==> src/rtl/gt_refclk_ctrl.sv <==
// gt_refclk_ctrl
//   Brings up one differential GT reference clock buffer and supervises it.
//   The buffer is held disabled (CEB=1) for a power-up interval and then
//   enabled. After a settle interval the divided buffer output (ODIV2) is
//   measured against CLK over a fixed window. An in-range count gives LOCKED.
//   Repeated failures give FAULT. While LOCKED, the clock is re-measured
//   continuously, and a bad window restarts bring-up.
//
// Ports
//   CLK         system clock, all logic on the rising edge
//   RST         synchronous reset, active-high
//   ENABLE      level request to bring up and hold the reference clock
//   REFCLK_DIV  buffer ODIV2 output, asynchronous to CLK
//   CEB         buffer clock-disable, 1 = disabled
//   READY       reference clock verified in range
//   FAULT       bring-up exhausted its retries
//   FREQ_CNT    rising-edge count of the last completed window
//   RETRY_CNT   failed attempts since the last LOCKED/IDLE
//   STATE       encoded FSM state (IDLE=0 .. FAULT=6)
module gt_refclk_ctrl #(
   parameter int unsigned PWRUP_CYC  = 16,
   parameter int unsigned SETTLE_CYC = 64,
   parameter int unsigned WIN_CYC    = 1024,
   parameter int unsigned CNT_W      = 16,
   parameter int unsigned CNT_MIN    = 200,
   parameter int unsigned CNT_MAX    = 312,
   parameter int unsigned MAX_RETRY  = 3
) (
   input  logic             CLK,
   input  logic             RST,
   input  logic             ENABLE,
   input  logic             REFCLK_DIV,
   output logic             CEB,
   output logic             READY,
   output logic             FAULT,
   output logic [CNT_W-1:0] FREQ_CNT,
   output logic [1:0]       RETRY_CNT,
   output logic [2:0]       STATE
);

   localparam int unsigned SEQ_MAX = (PWRUP_CYC > SETTLE_CYC) ? PWRUP_CYC : SETTLE_CYC;
   localparam int unsigned SEQ_W   = $clog2(SEQ_MAX) + 1;
   localparam int unsigned WIN_W   = $clog2(WIN_CYC) + 1;

   typedef enum logic [2:0] {
      StIdle    = 3'd0,
      StPwrup   = 3'd1,
      StSettle  = 3'd2,
      StMeasure = 3'd3,
      StCheck   = 3'd4,
      StLocked  = 3'd5,
      StFault   = 3'd6
   } state_e;

   state_e             state_q, state_d;
   logic [SEQ_W-1:0]   seq_cnt_q, seq_cnt_d;
   logic [WIN_W-1:0]   win_cnt_q, win_cnt_d;
   logic [CNT_W-1:0]   edge_cnt_q, edge_cnt_d;
   logic [CNT_W-1:0]   freq_q, freq_d;
   logic [1:0]         retry_q, retry_d;
   logic               ceb_q, ready_q, fault_q;
   logic               sync1_q, sync2_q, sync3_q;
   logic               edge_pulse;
   logic [CNT_W-1:0]   edge_next;
   logic               win_last;
   logic               freq_ok;
   logic               next_ok;

   // ODIV2 synchronizer and rising-edge detect; runs in every state
   always_ff @(posedge CLK) begin
      if (RST) begin
         sync1_q <= 1'b0;
         sync2_q <= 1'b0;
         sync3_q <= 1'b0;
      end else begin
         sync1_q <= REFCLK_DIV;
         sync2_q <= sync1_q;
         sync3_q <= sync2_q;
      end
   end

   assign edge_pulse = sync2_q & ~sync3_q;

   // Saturating count including a pulse on the current cycle
   assign edge_next = (edge_pulse && (edge_cnt_q != {CNT_W{1'b1}})) ?
                      edge_cnt_q + 1'b1 : edge_cnt_q;
   assign win_last  = (win_cnt_q == WIN_W'(WIN_CYC - 1));
   assign freq_ok   = (freq_q >= CNT_W'(CNT_MIN)) && (freq_q <= CNT_W'(CNT_MAX));
   assign next_ok   = (edge_next >= CNT_W'(CNT_MIN)) && (edge_next <= CNT_W'(CNT_MAX));

   always_comb begin
      state_d    = state_q;
      seq_cnt_d  = seq_cnt_q;
      win_cnt_d  = win_cnt_q;
      edge_cnt_d = edge_cnt_q;
      freq_d     = freq_q;
      retry_d    = retry_q;

      if (!ENABLE) begin
         // Dropping the request abandons any window; FREQ_CNT keeps its value
         state_d    = StIdle;
         retry_d    = 2'd0;
         seq_cnt_d  = '0;
         win_cnt_d  = '0;
         edge_cnt_d = '0;
      end else begin
         unique case (state_q)
            StIdle: begin
               state_d   = StPwrup;
               seq_cnt_d = '0;
            end
            StPwrup: begin
               if (seq_cnt_q == SEQ_W'(PWRUP_CYC - 1)) begin
                  state_d   = StSettle;
                  seq_cnt_d = '0;
               end else begin
                  seq_cnt_d = seq_cnt_q + 1'b1;
               end
            end
            StSettle: begin
               if (seq_cnt_q == SEQ_W'(SETTLE_CYC - 1)) begin
                  state_d    = StMeasure;
                  seq_cnt_d  = '0;
                  win_cnt_d  = '0;
                  edge_cnt_d = '0;
               end else begin
                  seq_cnt_d = seq_cnt_q + 1'b1;
               end
            end
            StMeasure: begin
               if (win_last) begin
                  freq_d  = edge_next;
                  state_d = StCheck;
               end else begin
                  win_cnt_d  = win_cnt_q + 1'b1;
                  edge_cnt_d = edge_next;
               end
            end
            StCheck: begin
               if (freq_ok) begin
                  state_d    = StLocked;
                  retry_d    = 2'd0;
                  win_cnt_d  = '0;
                  edge_cnt_d = '0;
               end else if ((32'(retry_q) + 32'd1) < MAX_RETRY) begin
                  state_d   = StPwrup;
                  retry_d   = retry_q + 2'd1;
                  seq_cnt_d = '0;
               end else begin
                  state_d = StFault;
                  retry_d = (retry_q == 2'd3) ? 2'd3 : retry_q + 2'd1;
               end
            end
            StLocked: begin
               if (win_last) begin
                  freq_d     = edge_next;
                  win_cnt_d  = '0;
                  edge_cnt_d = '0;
                  if (!next_ok) begin
                     // Lost lock: first failed attempt of a fresh bring-up
                     state_d   = StPwrup;
                     retry_d   = 2'd1;
                     seq_cnt_d = '0;
                  end
               end else begin
                  win_cnt_d  = win_cnt_q + 1'b1;
                  edge_cnt_d = edge_next;
               end
            end
            StFault: begin
               state_d = StFault;
            end
            default: begin
               state_d = StIdle;
            end
         endcase
      end
   end

   always_ff @(posedge CLK) begin
      if (RST) begin
         state_q    <= StIdle;
         seq_cnt_q  <= '0;
         win_cnt_q  <= '0;
         edge_cnt_q <= '0;
         freq_q     <= '0;
         retry_q    <= 2'd0;
         ceb_q      <= 1'b1;
         ready_q    <= 1'b0;
         fault_q    <= 1'b0;
      end else begin
         state_q    <= state_d;
         seq_cnt_q  <= seq_cnt_d;
         win_cnt_q  <= win_cnt_d;
         edge_cnt_q <= edge_cnt_d;
         freq_q     <= freq_d;
         retry_q    <= retry_d;
         // Outputs registered from the next state so they align with STATE
         ceb_q      <= (state_d == StIdle) || (state_d == StPwrup) || (state_d == StFault);
         ready_q    <= (state_d == StLocked);
         fault_q    <= (state_d == StFault);
      end
   end

   assign CEB       = ceb_q;
   assign READY     = ready_q;
   assign FAULT     = fault_q;
   assign FREQ_CNT  = freq_q;
   assign RETRY_CNT = retry_q;
   assign STATE     = state_q;

endmodule

==> config.mk <==
export PLATFORM = sky130hd
export DESIGN_NAME = gt_refclk_ctrl
export DESIGN_NICKNAME = d
export VERILOG_FILES = /design/src/rtl/gt_refclk_ctrl.sv
export SDC_FILE = /design/constraint.sdc
export NUM_CORES = 1
export LEC_CHECK = 0
export ABC_AREA = 1
export CORE_MARGIN = 2
export CORE_UTILIZATION = 60
export CTS_CLUSTER_DIAMETER = 30
export DETAILED_ROUTE_END_ITERATION = 6
export GPL_TIMING_DRIVEN = 1
export PLACE_DENSITY = 0.86
export SETUP_SLACK_MARGIN = 0.5
export SLEW_MARGIN = 10
export SYNTH_ARGS = -nofsm -noshare
export SYNTH_HDL_FRONTEND = slang
export SYNTH_SLANG_ARGS = --single-unit
==> constraint.sdc <==
create_clock -name CLK -period 3.35 [get_ports CLK]
set_clock_uncertainty 0.1 [all_clocks]
set_input_delay 0.67 -clock CLK [delete_from_list [all_inputs] [get_ports CLK]]
set_output_delay 0.67 -clock CLK [all_outputs]
set_load 0.01 [all_outputs]
Word-level counts from Yosys, hierarchy flattened:

Cells that the tools add are included.

* flip-flop bits (word level): 61
* bits of input ports: 4
* RAM bits: 0
* output and inout port bits: 24
* memories: 0
* memory bits (read-only): 0
* latch bits: 0
* word-level logic and storage cells: 95

* divide/modulo/power cells: 0
* shifts and indexed selects: 0
* eq/ne operators: 21
* $lt $le $gt $ge: 5
* reductions and logical operators: 16
* bitwise gates (word level): 3
* add/subtract/negate cells: 5
* muxes and demuxes: 33
* multipliers: 0

Operator list (count)
* two-way mux 16 bit: 5
* one-hot mux 16 bit (4 select lines): 1
* two-way mux 11 bit: 4
* one-hot mux 11 bit (4 select lines): 1
* two-way mux 7 bit: 6
* one-hot mux 7 bit (5 select lines): 1
* >= comparator 16 x 8 -> 1 bit, second input constant: 2
* <= comparator 16 x 9 -> 1 bit, second input constant: 2
* two-way mux 3 bit: 8
* one-hot mux 3 bit (7 select lines): 1
* adder 16 x 1 -> 16 bit, second input constant: 1
* inequality test 16 bit, second input constant: 1
* == test 3 bit, second input constant: 5
* inequality test 2 bit, second input constant: 7
* adder 11 x 1 -> 11 bit, second input constant: 1
* == test 11 x 10 -> 1 bit, second input constant: 1
* two-way mux 2 bit: 5
* adder 7 x 1 -> 7 bit, second input constant: 1
* == test 7 x 4 -> 1 bit, second input constant: 1
* == test 7 x 6 -> 1 bit, second input constant: 1
* == test 3 x 1 -> 1 bit, second input constant: 2
* == test 3 x 2 -> 1 bit, second input constant: 2
* logical NOT 3 bit: 2
* AND reduction 3 bit: 2
* other kinds (15): 20

Logic depth before layout (Yosys ltp):

Gate-level depths: netlist of the first run.

* word-level depth: 13
* depth in mapped cells: 20
* mapped depth without buffers: 20

Worst setup path before layout of the first run:

Ideal clock, no wire load.

* kind: register to register
* start: reg edge_cnt_q[0]
* end: reg seq_cnt_q[2]
* cell stages (with the launch flop): 18
* clock period less this slack: 2194 ps
* data arrival time: 1957 ps
* slack: 1156 ps
* required time: 3112 ps
* setup time: 138 ps
* buffers on the path: 1
* cell sequence: dfxtp_1 > ha_1 > nand2_2 > nor2_4 > nand2_4 > o21ai_4 > buf_6 > nand2_1 > nand2_1 > nand3_1 > a21oi_1 > nor2_1 > nand2_1 > nand2_1 > nand2_2 > nand2_4 > nand2_2 > a21oi_2

* cells in the longest elaborated chain, start to end: 7
* elaborated cells on any way between the ends: 9
* those cells by class: add/sub: 1; order compare: 2; eq/ne: 2; mux: 1; reduce/logical: 3

Ends and longest elaborated chain
* start: declaration: line 58 `logic [CNT_W-1:0] edge_cnt_q, edge_cnt_d;`
* start signal: assignment: line 195 `edge_cnt_q <= edge_cnt_d;`
* branches (longest 2 deep; another with adder 16 x 1 -> 16 bit)
* two-way mux 16 bit (*): line 85 `assign edge_next = (edge_pulse && (edge_cnt_q != {CNT_W{1'b1}})) ?`
* >= comparator 16 x 8 -> 1 bit / <= comparator 16 x 9 -> 1 bit (equally long branches): line 89 `assign next_ok = (edge_next >= CNT_W'(CNT_MIN)) && (edge_next <= CNT_W'(CNT_MAX));`
* logical AND 1 bit (*): line 89
* inequality test 2 bit (no source line) (*)
* AND reduction 5 bit (no source line) (*)
* end signal: assignment: line 193 `seq_cnt_q <= seq_cnt_d;`
* end: declaration: line 56 `logic [SEQ_W-1:0] seq_cnt_q, seq_cnt_d;`

Mark *: on every way between the ends.
A chain may end at the register's enable or synchronous reset.

Worst setup path in the final report of the first run:

* start: reg win_cnt_q[0]
* end: reg edge_cnt_q[13]

* cells in the longest elaborated chain, start to end: 3
* elaborated cells on any way between the ends: 5
* those cells by class: eq/ne: 2; mux: 2; reduce/logical: 1

Ends and longest elaborated chain
* start: declaration: line 57 `logic [WIN_W-1:0] win_cnt_q, win_cnt_d;`
* start signal: assignment: line 194 `win_cnt_q <= win_cnt_d;`
* == test 11 x 10 -> 1 bit (*): line 87 `assign win_last = (win_cnt_q == WIN_W'(WIN_CYC - 1));`
* two-way mux 16 bit / inequality test 2 bit (equally long branches)
* one-hot mux 16 bit (4 select lines) / AND reduction 4 bit (equally long branches)

Mark *: on every way between the ends. The rest lies on a longest branch, timed or not.

==> results of run 1 <==
-- registers in the layout, indices dropped and copies added, names as in the netlist --
signal	cells
FREQ_CNT	16
edge_cnt_q	16
win_cnt_q	11
seq_cnt_q	7
STATE	3
RETRY_CNT	2
CEB	1
FAULT	1
READY	1
sync1_q	1
sync2_q	1
sync3_q	1
-- per-stage QoR --
step / total power (W) / utilization [%]
finish: 0.00159 / 72.1
global route: 0.00163 / 72.1
CTS: 0.00159 / 71.5
detailed placement: 0.000798 / 67.3
global placement: 0.000797 / 67.3
floorplan: 0.000783 / -
-- worst max-delay path by stage --
| stage | start | to | slack, ps | cells past startpoint |
|---|---|---|---|---|
| floorplan | edge_cnt_q[0] | seq_cnt_q[2] | 1160 | 17 |
| global placement | win_cnt_q[0] | win_cnt_q[4] | 750 | 13 |
| detailed placement | edge_cnt_q[0] | seq_cnt_q[6] | 690 | 17 |
| CTS | edge_cnt_q[0] | seq_cnt_q[0] | 660 | 17 |
| global route | STATE[1] | FREQ_CNT[1] | 500 | 9 |
| finish | win_cnt_q[0] | edge_cnt_q[13] | 700 | 12 |
-- power by group through the flow --
stage | clock (W) | sequential [W] | combinational (W)
after global placement | 0 | 0.000746 | 0.0000511
after global routing | 0.000834 | 0.000729 | 0.0000632
after floorplan | 0 | 0.000746 | 0.0000372
after CTS | 0.000804 | 0.000729 | 0.0000536
final | 0.000800 | 0.000729 | 0.0000585
after detailed placement | 0 | 0.000746 | 0.0000525
-- cell usage in the layout, fill, tap and decap left out, types with 2 or more instances in the layout --
cell type and n:
nand2_1 129, inv_1 75, dfxtp_1 61, nor2_1 49, a21oi_1 43, o21ai_0 34, clkdlybuf4s50_1 27, nand3_1 26
nand2_2 19, a211oi_1 17, nor3_1 11, nand4_1 10, clkbuf_8 10, buf_4 8, xor2_1 7, a21oi_2 7
nor2_4 6, inv_2 4, nor2_2 4, nand2_4 4, a31oi_1 4, nor3_2 3, o21ai_1 3, ha_1 3
bufinv_16 3, o211ai_1 2, clkbuf_1 2
-- cells by family (layout without fill, tap and decap cells) --
logic type / Yosys count / in the layout / synth area share (%)
AOI/OAI and AO/OA: 114 / 114 / 18.7
xor gates and xnor gates: 7 / 7 / 1.70
adders and majority gates: 3 / 3 / 1.04
buffers and inverters: 94 / 132 / 10.4
DFF: 61 / 61 / 33.9
and+or+nand+nor: 265 / 265 / 34.2
-- repair_timing --
action,in CTS,in global routing
setup endpoints to repair,0,14
gates resized for setup,0,2
buffers inserted,0,3
-- synth_stat cells (10+ instances only) --
cell and count:
a211oi_1 17, nand4_1 10, o21ai_0 35, nand2_1 129, nand2_2 19, inv_1 75, nand3_1 26, nor2_1 50
nor3_1 11, a21oi_1 43, dfxtp_1 61
-- critical path, stage by stage, from the launching register on --
cell and delay (ps):
dfxtp_1 360, ha_1 220, nand2_1 100, nor4_2 260, nand2_1 150, nor2_1 150, nand2_1 120, inv_1 110
nand2_1 80, o211ai_2 200, buf_4 390, a21oi_1 100, a211oi_1 190
-- area by class of cell --
type                    count  area [um^2]
clock buffers              12          145
well taps                  75         93.8
fillers                   454         1630
clock inverters             4         95.1
inverters                  80          300
repair buffers             36          350
flip-flops and latches     61         1220
multi-input cells         389         2010
-- metal layers --
layer  share of wire (%)  up-vias
met4                 3.7        0
met5                   0        -
met1                  41     1724
met3                 5.1       33
met2                  51      143
li1                    -     1838
==> flow_metrics.tcl, run 1 <==
set metrics [dict create \
    outcome "complete, no violations" \
    worstPathArrival_ps 2810 \
    hold_viol 0 \
    syn_area_per_cell_um2 6.63 \
    slew_headroom_pct 58.7 \
    finalSetupTns_ps 0 \
    start_kind "register" \
    cts_tree "built" \
    grt_setup_unrepaired "false" \
    htreeDepth 3 \
    async_flop_share_pct 0 \
    period_needed_ps 2650 \
    hold_path_depth 2 \
    pwr-share-comb_pct 3.7 \
    rr_startpoint "win_cnt_q[0]" \
    use_met3_pct 6.26 \
    synth_top_area_share_pct 33.9 \
    drc 0 \
    worstSkewPairLatency_ps 340 \
    synth_ff_type "dfxtp_1" \
    ys_seq_elements 61 \
    maxSlewViolCount 0 \
    grt_max_degree 32 \
    io-pin-count 28 \
    worstMarginPinSlew_ps 619 \
    vias_per_cell 5.69 \
    leakage_nw 1.71 \
    setup_viol 0 \
    grt_use_total_pct 28.6 \
    drt-wirelength-per-cell_um 14.0 \
    synth_cell_types 35 \
    postPlaceCellArea_um2 3940 \
    die_w_um 81.5 \
    place_hpwl_um 6540 \
    path_clk_slew_ps 70 \
    holdWs_ps 303 \
    fmax_mhz 378 \
    nNetsFinal 584 \
    crit_type "reg -> reg" \
    antenna_found_initial 0 \
    drtIter0Drc 257 \
    ant_nets 0 \
    holdBufCountCts 0 \
    netSwitchingFraction_pct 20.6 \
    timing.final.ws_setup_ps 703 \
    reg2regPathDepth 12 \
    drive_gt1_share_pct 12.9 \
    ys_seq_area_share_pct 33.9 \
    rows 28 \
    synth.yosys.warnings 0 \
    vias 3738 \
    power_frac_clock_pct 50.4 \
    dpl_worst_slack_ps 689 \
    area_delta_synth_final_pct 16.9 \
    cts.sinks 61 \
    maxCapViolCount 0 \
    wirelength_um 9200 \
    power.density_nw_per_um2 376 \
    crit_fanout 31 \
    seqPwrFrac_pct 45.9 \
    internal_power_w 0.00126 \
    dieArea_um2 6650 \
    worstSetupEndpointType "register" \
    dpl.cell_count 638 \
    die_h_um 81.5 \
    initial_core_util_pct 61.7 \
    grt_pass1_wl_um 14800 \
    core-area_um2 5850 \
    hold_end "sync2_q" \
    p_switching_w 0.000327 \
    synth_area_leaders "dfxtp_1 (34%), nand2_1 (13%), inv_1 (7.8%), a21oi_1 (6.0%), nor2_1 (5.2%)" \
    fin_crit_sh_pct 79.0 \
    required_ps 3510 \
    fin_area_um2 4220 \
    first_pass_iters 5 \
    yosysTopAreaCell "dfxtp_1" \
    use_met2_pct 51.8 \
    syn_area_um2 3610 \
    globalplace.congestion 0.927 \
    r2r_end "edge_cnt_q[13]" \
    overflow 0 \
    grt_pass1_vias 3392 \
    syn_nets 551 \
    grt.met1_usage_pct 31.1 \
    grt.busiest_layer "met2" \
    numCtsBuffers 9 \
    portBuffers 27 \
    antenna_cells 0 \
    synthCells 544 \
    ctsRootBufferMaster "clkbuf_8" \
    synth_edf_count 0 \
    fin_cells 657 \
    peakVddDrop_mv 0.327 \
    hold_path.class "reg -> reg" \
    r2r_slack_ps 700 \
    clk_path_buf_depth 2 \
    holdCritStartpoint "sync1_q" \
]
No activity file was read; power rests on OpenSTA's default activity.
==> run 2: changes to the inputs <==
Settings changed: CORE_UTILIZATION 60 to 53, PLACE_DENSITY 0.86 to 0.8.
Clock period 3.35 ns to 2.15 ns, I/O delays scaled along.
==> run 2 against run 1 <==
  * The run now fails in global routing (5_1_grt)
  * Synthesized cell count is the same
  * Synthesized area is the same
==> flow_metrics.tcl, run 2 <==
set metrics [dict create \
    outcome "did not finish" \
    synth_top_area_share_pct 33.9 \
    portBuffers 27 \
    ctsRootBufferMaster "clkbuf_8" \
    synth_edf_count 0 \
    synth_most_common_cell "nand2_1" \
    syn_nets 551 \
    clk_path_buf_depth 2 \
    globalplace.congestion 0.991 \
    cts.sinks 61 \
    syn_area_um2 3610 \
    holdBufCountCts 0 \
    io-pin-count 28 \
    synth.yosys.warnings 0 \
    synth_cell_types 35 \
    synthCells 544 \
    lastStage "global routing (5_1_grt)" \
    overflow 41 \
    initial_core_util_pct 54.0 \
    grt-worst-endpoint "seq_cnt_q[1]$_SDFFE_PP0P_/D" \
    grt_max_degree 16 \
    numCtsBuffers 9 \
    async_flop_share_pct 0 \
    rows 30 \
    place_hpwl_um 7780 \
    grt_use_total_pct 67.3 \
    worst_endpoint_kind "register data pin" \
    die_h_um 86.5 \
    ys_seq_elements 61 \
    tool.error "[ERROR GRT-0232] Routing congestion too high. Check the congestion heatmap in the GUI." \
    synth_area_leaders "dfxtp_1 (34%), nand2_1 (13%), inv_1 (7.8%), a21oi_1 (6.0%), nor2_1 (5.2%)" \
    syn_area_per_cell_um2 6.63 \
    die_w_um 86.5 \
    htreeDepth 3 \
    yosysTopAreaCell "dfxtp_1" \
    synthTopCellsByCount "nand2_1 (129), inv_1 (75), dfxtp_1 (61)" \
    synth_ff_type "dfxtp_1" \
    ys_seq_area_share_pct 33.9 \
]
[run 2: cell counts after synthesis]
Identical to the previous run, type by type.
[run 2: routing by layer]
metal	overflow	global-route usage, %
met1	0	61.9
met2	19	91.6
met3	0	47.0
met4	22	73.9
met5	0	4.20
[run 2: cell families after synthesis]
family                   count (synthesis)  share of synthesized area [%]
buffers and inverters                   94                           10.4
AO/OA/AOI/OAI                          114                           18.7
flip-flops                              61                           33.9
XOR/XNOR                                 7                           1.70
AND/OR/NAND/NOR                        265                           34.2
adder cells (fa/ha/maj)                  3                           1.04
[run 2: repair_timing]
item,in CTS
gates cloned,8
setup buffers,34
resized for setup,135
endpoints found under the setup margin,82
pin swaps,31
[run 2: stage by stage]
stage	hold WS (ps)	cell area, um^2	std cells	worst slack [ps]
global placement	294	4660	722	-137
floorplan	288	3740	544	37.0
detailed placement	322	4660	722	-186
CTS	335	5610	780	-156
==> run 3: changes to the inputs <==
Settings changed: CORE_UTILIZATION 53 to 40, CTS_CLUSTER_DIAMETER 30 to unset, PLACE_DENSITY 0.8 to unset, PLACE_DENSITY_LB_ADDON set to 0.15, SETUP_SLACK_MARGIN 0.5 to unset.
Clock period 2.15 ns to 2.8 ns, I/O delays scaled along.
==> run 3 against run 2 <==
  * The flow now finishes without violations
==> flow_metrics.tcl, run 3 (synthesis gave the netlist of run 1 again) <==
set metrics [dict create \
    vias_per_cell 5.22 \
    finalSetupTns_ps 0 \
    leakage_nw 1.71 \
    grt_setup_unrepaired "false" \
    crit_type "reg -> reg" \
    numCtsBuffers 9 \
    cp_common_cell "nand2_2" \
    power_w 0.00161 \
    core-area_um2 8720 \
    cts.sinks 61 \
    ctsRootBufferMaster "clkbuf_8" \
    start_kind "register" \
    clk_path_buf_depth 2 \
    drtIter0Drc 158 \
    hold_path_depth 2 \
    peakVddDrop_mv 0.233 \
    worstSetupEndpointType "register" \
    area_delta_synth_final_pct 17.4 \
    cts_tree "built" \
    antenna_cells 0 \
    io-pin-count 28 \
    drc 0 \
    reg2regPathDepth 18 \
    fin_crit_sh_pct 91.8 \
    required_ps 2990 \
    grt_pass1_vias 3390 \
    grt_pass1_wl_um 15900 \
    final_cell_mix "nand2_1 (129), inv_1 (75), dfxtp_1 (60), nor2_1 (49), a21oi_1 (43)" \
    fin_util_pct 48.6 \
    maxSlewViolCount 0 \
    fmax_mhz 389 \
    period_needed_ps 2570 \
    critPathSlowestCell "dfxtp_1" \
    ant_nets 0 \
    htreeDepth 3 \
    rows 34 \
    first_pass_iters 5 \
    dpl.cell_count 676 \
    overflow 0 \
    setup_viol 0 \
    die_h_um 99.0 \
    fin_cells 697 \
    place_hpwl_um 7000 \
    power.density_nw_per_um2 381 \
    holdBufCountCts 0 \
    slowest_delay_ps 380 \
    drive_gt1_share_pct 14.1 \
    drt-wirelength-per-cell_um 13.5 \
    holdCritStartpoint "sync1_q" \
    layout_commonest_cell "nand2_1" \
    wirelength_um 9410 \
    slew_headroom_pct 58.0 \
    worstMarginPinSlew_ps 629 \
    worstPathArrival_ps 2760 \
    hold_viol 0 \
    r2r_slack_ps 230 \
    hold_path.class "reg -> reg" \
    antenna_found_initial 0 \
    initial_core_util_pct 41.4 \
    path_clk_slew_ps 70 \
    crit_fanout 15 \
    worstSkewPairLatency_ps 350 \
    crit_chain "ha_1 -> nand2_2 -> nor2_4 -> nand2_4 -> nor2_4 -> nor2_4 -> buf_4 -> nand2_4 -> nand2_2 -> nor3_2 -> nand2_1 -> nor2_1 -> nand2_1 -> nand2_1 -> nand2_2 -> nand2_4 -> nand2_2 -> a21oi_2" \
    grt_max_degree 29 \
    outcome "complete, no violations" \
    maxCapViolCount 0 \
    rr_startpoint "edge_cnt_q[0]" \
    vias 3637 \
    grt_use_total_pct 20.2 \
    hold_end "sync2_q" \
    nNetsFinal 591 \
    globalplace.congestion 0.846 \
    die_w_um 99.0 \
    dieArea_um2 9790 \
    portBuffers 27 \
    nFillCells 922 \
    r2r_end "seq_cnt_q[4]" \
]
[run 3: cell type report]
| type | instances | area, um^2 | area share, % |
|---|---|---|---|
| clock buffer | 11 | 131 | 3.10 |
| clock inverter | 5 | 27.5 | 0.650 |
| inverter | 80 | 300 | 7.09 |
| multi-input combinational | 389 | 2010 | 47.5 |
| sequential | 61 | 1220 | 28.9 |
| tap | 108 | 135 | 3.19 |
| timing repair buffer | 43 | 407 | 9.60 |
[run 3: worst max-delay path by stage]
stage / start / cells after the start / to / slack [ps]
finish: edge_cnt_q[0] / 18 / seq_cnt_q[4] / 230
detailed placement: edge_cnt_q[0] / 16 / seq_cnt_q[4] / 150
global placement: edge_cnt_q[0] / 16 / seq_cnt_q[5] / 230
CTS: edge_cnt_q[0] / 16 / seq_cnt_q[4] / 140
global route: edge_cnt_q[0] / 18 / seq_cnt_q[4] / 0.3
floorplan: edge_cnt_q[0] / 17 / seq_cnt_q[2] / 610
[run 3: repair_timing]
| item | in CTS | in global routing |
|---|---|---|
| hold endpoints to repair | 0 | 0 |
| gates resized for setup | 0 | 3 |
| buffers inserted | 0 | 5 |
| endpoints found under the setup margin | 0 | 15 |
[run 3: routing by layer]
metal	wire length (um)	part of all wire [%]	GRT usage, %	vias up
met3	367	3.9	4.33	20
met1	4180	44	24.5	1683
met4	225	2.4	7.69	0
met5	0	0	0	-
li1	-	-	-	1855
met2	4640	49	34.9	79
[run 3: where the power goes]
group          internal, W  switching [W]  total (W)
clock             0.000315       0.000357   0.000672
combinational    0.0000238      0.0000464  0.0000702
sequential        0.000870     0.00000205   0.000872
total              0.00121       0.000405    0.00161
[run 3: per-stage QoR]
stage | area (um^2) | hold slack (ps) | setup WS, ps
3_3_place_gp | 4020 | 291 | 233
3_5_place_dp | 4020 | 298 | 155
5_1_grt | 4240 | 339 | 0.329
2_1_floorplan | 3610 | 288 | 606
6_report | 4240 | 304 | 230
4_1_cts | 4180 | 308 | 141
[run 3: worst max-delay path, delay by kind of cell (launching register included)]
family	cells	cell delay, ps
compound gates	1	110
buf+inv	1	160
fa+ha+maj	1	230
flops	1	380
simple gates	15	1510
==> run 4: changes to the inputs <==
Settings changed: ABC_AREA 1 to unset.
==> run 4 against run 3 <==
  * Via count fell by 17%
  * Power is 6.4% higher
  * Critical endpoint is now seq_cnt_q[6]
  * Non-clock buffer count grew 20
  * Design area down 2.1%
  * Largest cell class unchanged
  * Global-route usage decreased by 2.2 points
  * Die area fell by 5.9%
  * Routed wire length shrank 16%
  * Flip-flop and latch count unchanged
==> flow_metrics.tcl, run 4 <==
set metrics [dict create \
    timing.final.ws_setup_ps 102 \
    met1_length_um 3980 \
    power.density_nw_per_um2 414 \
    required_ps 3000 \
    hold_viol 0 \
    cts.sinks 61 \
    cts_tree "built" \
    drive_gt1_share_pct 18.4 \
    synth_top_area_share_pct 36.1 \
    dpl_worst_slack_ps 88.5 \
    wl_met2_um 3390 \
    hold_path.class "reg -> reg" \
    dieArea_um2 9220 \
    die_h_um 96 \
    worstPathArrival_ps 2900 \
    grt_use_total_pct 18.0 \
    routed-wl-met3_um 405 \
    ys_seq_elements 61 \
    syn_nets 411 \
    area_delta_synth_final_pct 22.5 \
    worstSkewPairLatency_ps 350 \
    fin_crit_sh_pct 96.4 \
    setup_viol 0 \
    fmax_mhz 371 \
    die_w_um 96 \
    synth_cell_types 63 \
    synth_edf_count 0 \
    holdWs_ps 367 \
    period_needed_ps 2700 \
    highest_layer "met4" \
    htreeDepth 3 \
    rows 33 \
    numCtsBuffers 9 \
    maxSlewViolCount 0 \
    antenna_cells 0 \
    final_cell_mix "dfxtp_1 (59), nor2_1 (51), buf_4 (35), nand2_1 (33), clkdlybuf4s50_1 (27)" \
    vias_per_cell 5.38 \
    drc 0 \
    ant_nets 0 \
    start_kind "register" \
    synth_ff_type "dfxtp_1" \
    outcome "complete, no violations" \
    worstMarginPinSlew_ps 500 \
    layout_commonest_cell "dfxtp_1" \
    grt_max_degree 25 \
    slew_headroom_pct 66.3 \
    peakVddDrop_mv 0.216 \
    ctsRootBufferMaster "clkbuf_8" \
    first_pass_iters 5 \
    crit_fanout 7 \
    overflow 0 \
    ys_seq_area_share_pct 36.1 \
    fin_util_pct 50.5 \
    globalplace.congestion 0.902 \
    core-area_um2 8220 \
    worstSetupEndpointType "register" \
    antenna_found_initial 0 \
    portBuffers 27 \
    async_flop_share_pct 0 \
    yosysTopAreaCell "dfxtp_1" \
    power_w 0.00172 \
    nNetsFinal 459 \
    setup.worst_path.start "edge_cnt_q[1]" \
    seqCellArea_um2 1220 \
    vias 3026 \
    initial_core_util_pct 41.2 \
    grt_pass1_wl_um 12900 \
    grt_pass1_vias 2706 \
    synthTopCellsByCount "dfxtp_1 (61), nor2_1 (51), nand2_1 (33)" \
    clk_path_buf_depth 2 \
    drt-wirelength-per-cell_um 14.0 \
    holdBufCountCts 0 \
    rr_startpoint "edge_cnt_q[1]" \
    leakage_nw 1.46 \
    drtIter0Drc 148 \
    syn_area_per_cell_um2 8.38 \
    holdCritStartpoint "win_cnt_q[10]" \
    grt_setup_unrepaired "false" \
    wirelength_um 7890 \
    finalSetupTns_ps 0 \
    nFillCells 797 \
    io-pin-count 28 \
    syn_area_um2 3390 \
    synth_most_common_cell "dfxtp_1" \
    crit_type "reg -> reg" \
    multi_input_area_um2 2020 \
    maxCapViolCount 0 \
    place_hpwl_um 5670 \
    path_clk_slew_ps 70 \
    synth_area_leaders "dfxtp_1 (36%), nor2_1 (5.7%), xnor2_1 (3.9%), xor2_1 (3.9%), nand2_1 (3.7%)" \
    synthCells 404 \
    synth.yosys.warnings 0 \
]
## run 4: cell types whose count changed in the layout (fill, tap and decap cells not counted), moves of 10 or more
cell / before / now
a21oi_1: 43 / 21
buf_4: 14 / 35
inv_1: 75 / 6
mux2i_1: 0 / 10
nand2_1: 129 / 33
nand2_2: 19 / 0
nand3_1: 26 / 16
o21ai_0: 35 / 18
xnor2_1: 0 / 15
## run 4: worst max-delay path, cell delays in order, from the launching register on
cell and delay (ps):
dfxtp_1 370, buf_4 160, nand3_1 70, or2_4 270, or4_2 660, xor2_2 190
and4_4 270, o21ai_1 110, a21oi_4 240, o221a_1 210
## run 4: worst paths after layout
path	end	slack, ps	depth (start not counted)
worst max-delay path	seq_cnt_q[6]	100	9
worst min-delay path	win_cnt_q[10]	370	2
worst max register to register	seq_cnt_q[6]	100	9
worst min register to register	win_cnt_q[10]	370	2
## run 4: through the flow
stage                     std cells  instance area (um^2)
after floorplan                 404                  3390
after global placement          544                  3900
after detailed placement        544                  3900
after CTS                       560                  4100
after global routing            562                  4150
final                           562                  4150
## run 4: layout make-up
type / count / share of cell area [%]
inverters: 6 / 0.543
well taps: 105 / 3.17
clock inverters: 7 / 1.81
repair buffers: 63 / 13.3
clock buffers: 9 / 2.99
multi-input cells: 311 / 48.6
flip-flops and latches: 61 / 29.5
## run 4: logic make-up (layout without fill, tap and decap cells)
| logic type | Yosys count | count (layout) | synth area share, % |
|---|---|---|---|
| simple gates | 183 | 183 | 28.6 |
| fa+ha+maj | 3 | 3 | 1.11 |
| buf+inv | 32 | 85 | 5.14 |
| flops | 61 | 61 | 36.1 |
| mux | 11 | 11 | 3.29 |
| compound gates | 83 | 83 | 17.5 |
| xor+xnor | 31 | 31 | 8.24 |
## run 4: power by group
group	switching [W]	internal, W	leakage, nW
Combinational	0.0000321	0.0000197	0.874
Sequential	0.00000226	0.000870	0.493
Clock	0.000381	0.000413	0.0918
## run 4: routing by layer
layer  GRT usage [%]  vias to the layer above
li1                -                     1538
met4            6.31                        0
met3            4.23                       12
met1            25.0                     1396
met2            27.4                       80
met5               0                        -
## run 4: timing repair
action                     4_1_cts  5_1_grt
hold endpoints to repair         0        0
resized for setup                0        7
setup endpoints to repair        0       12
setup buffers                    0        2
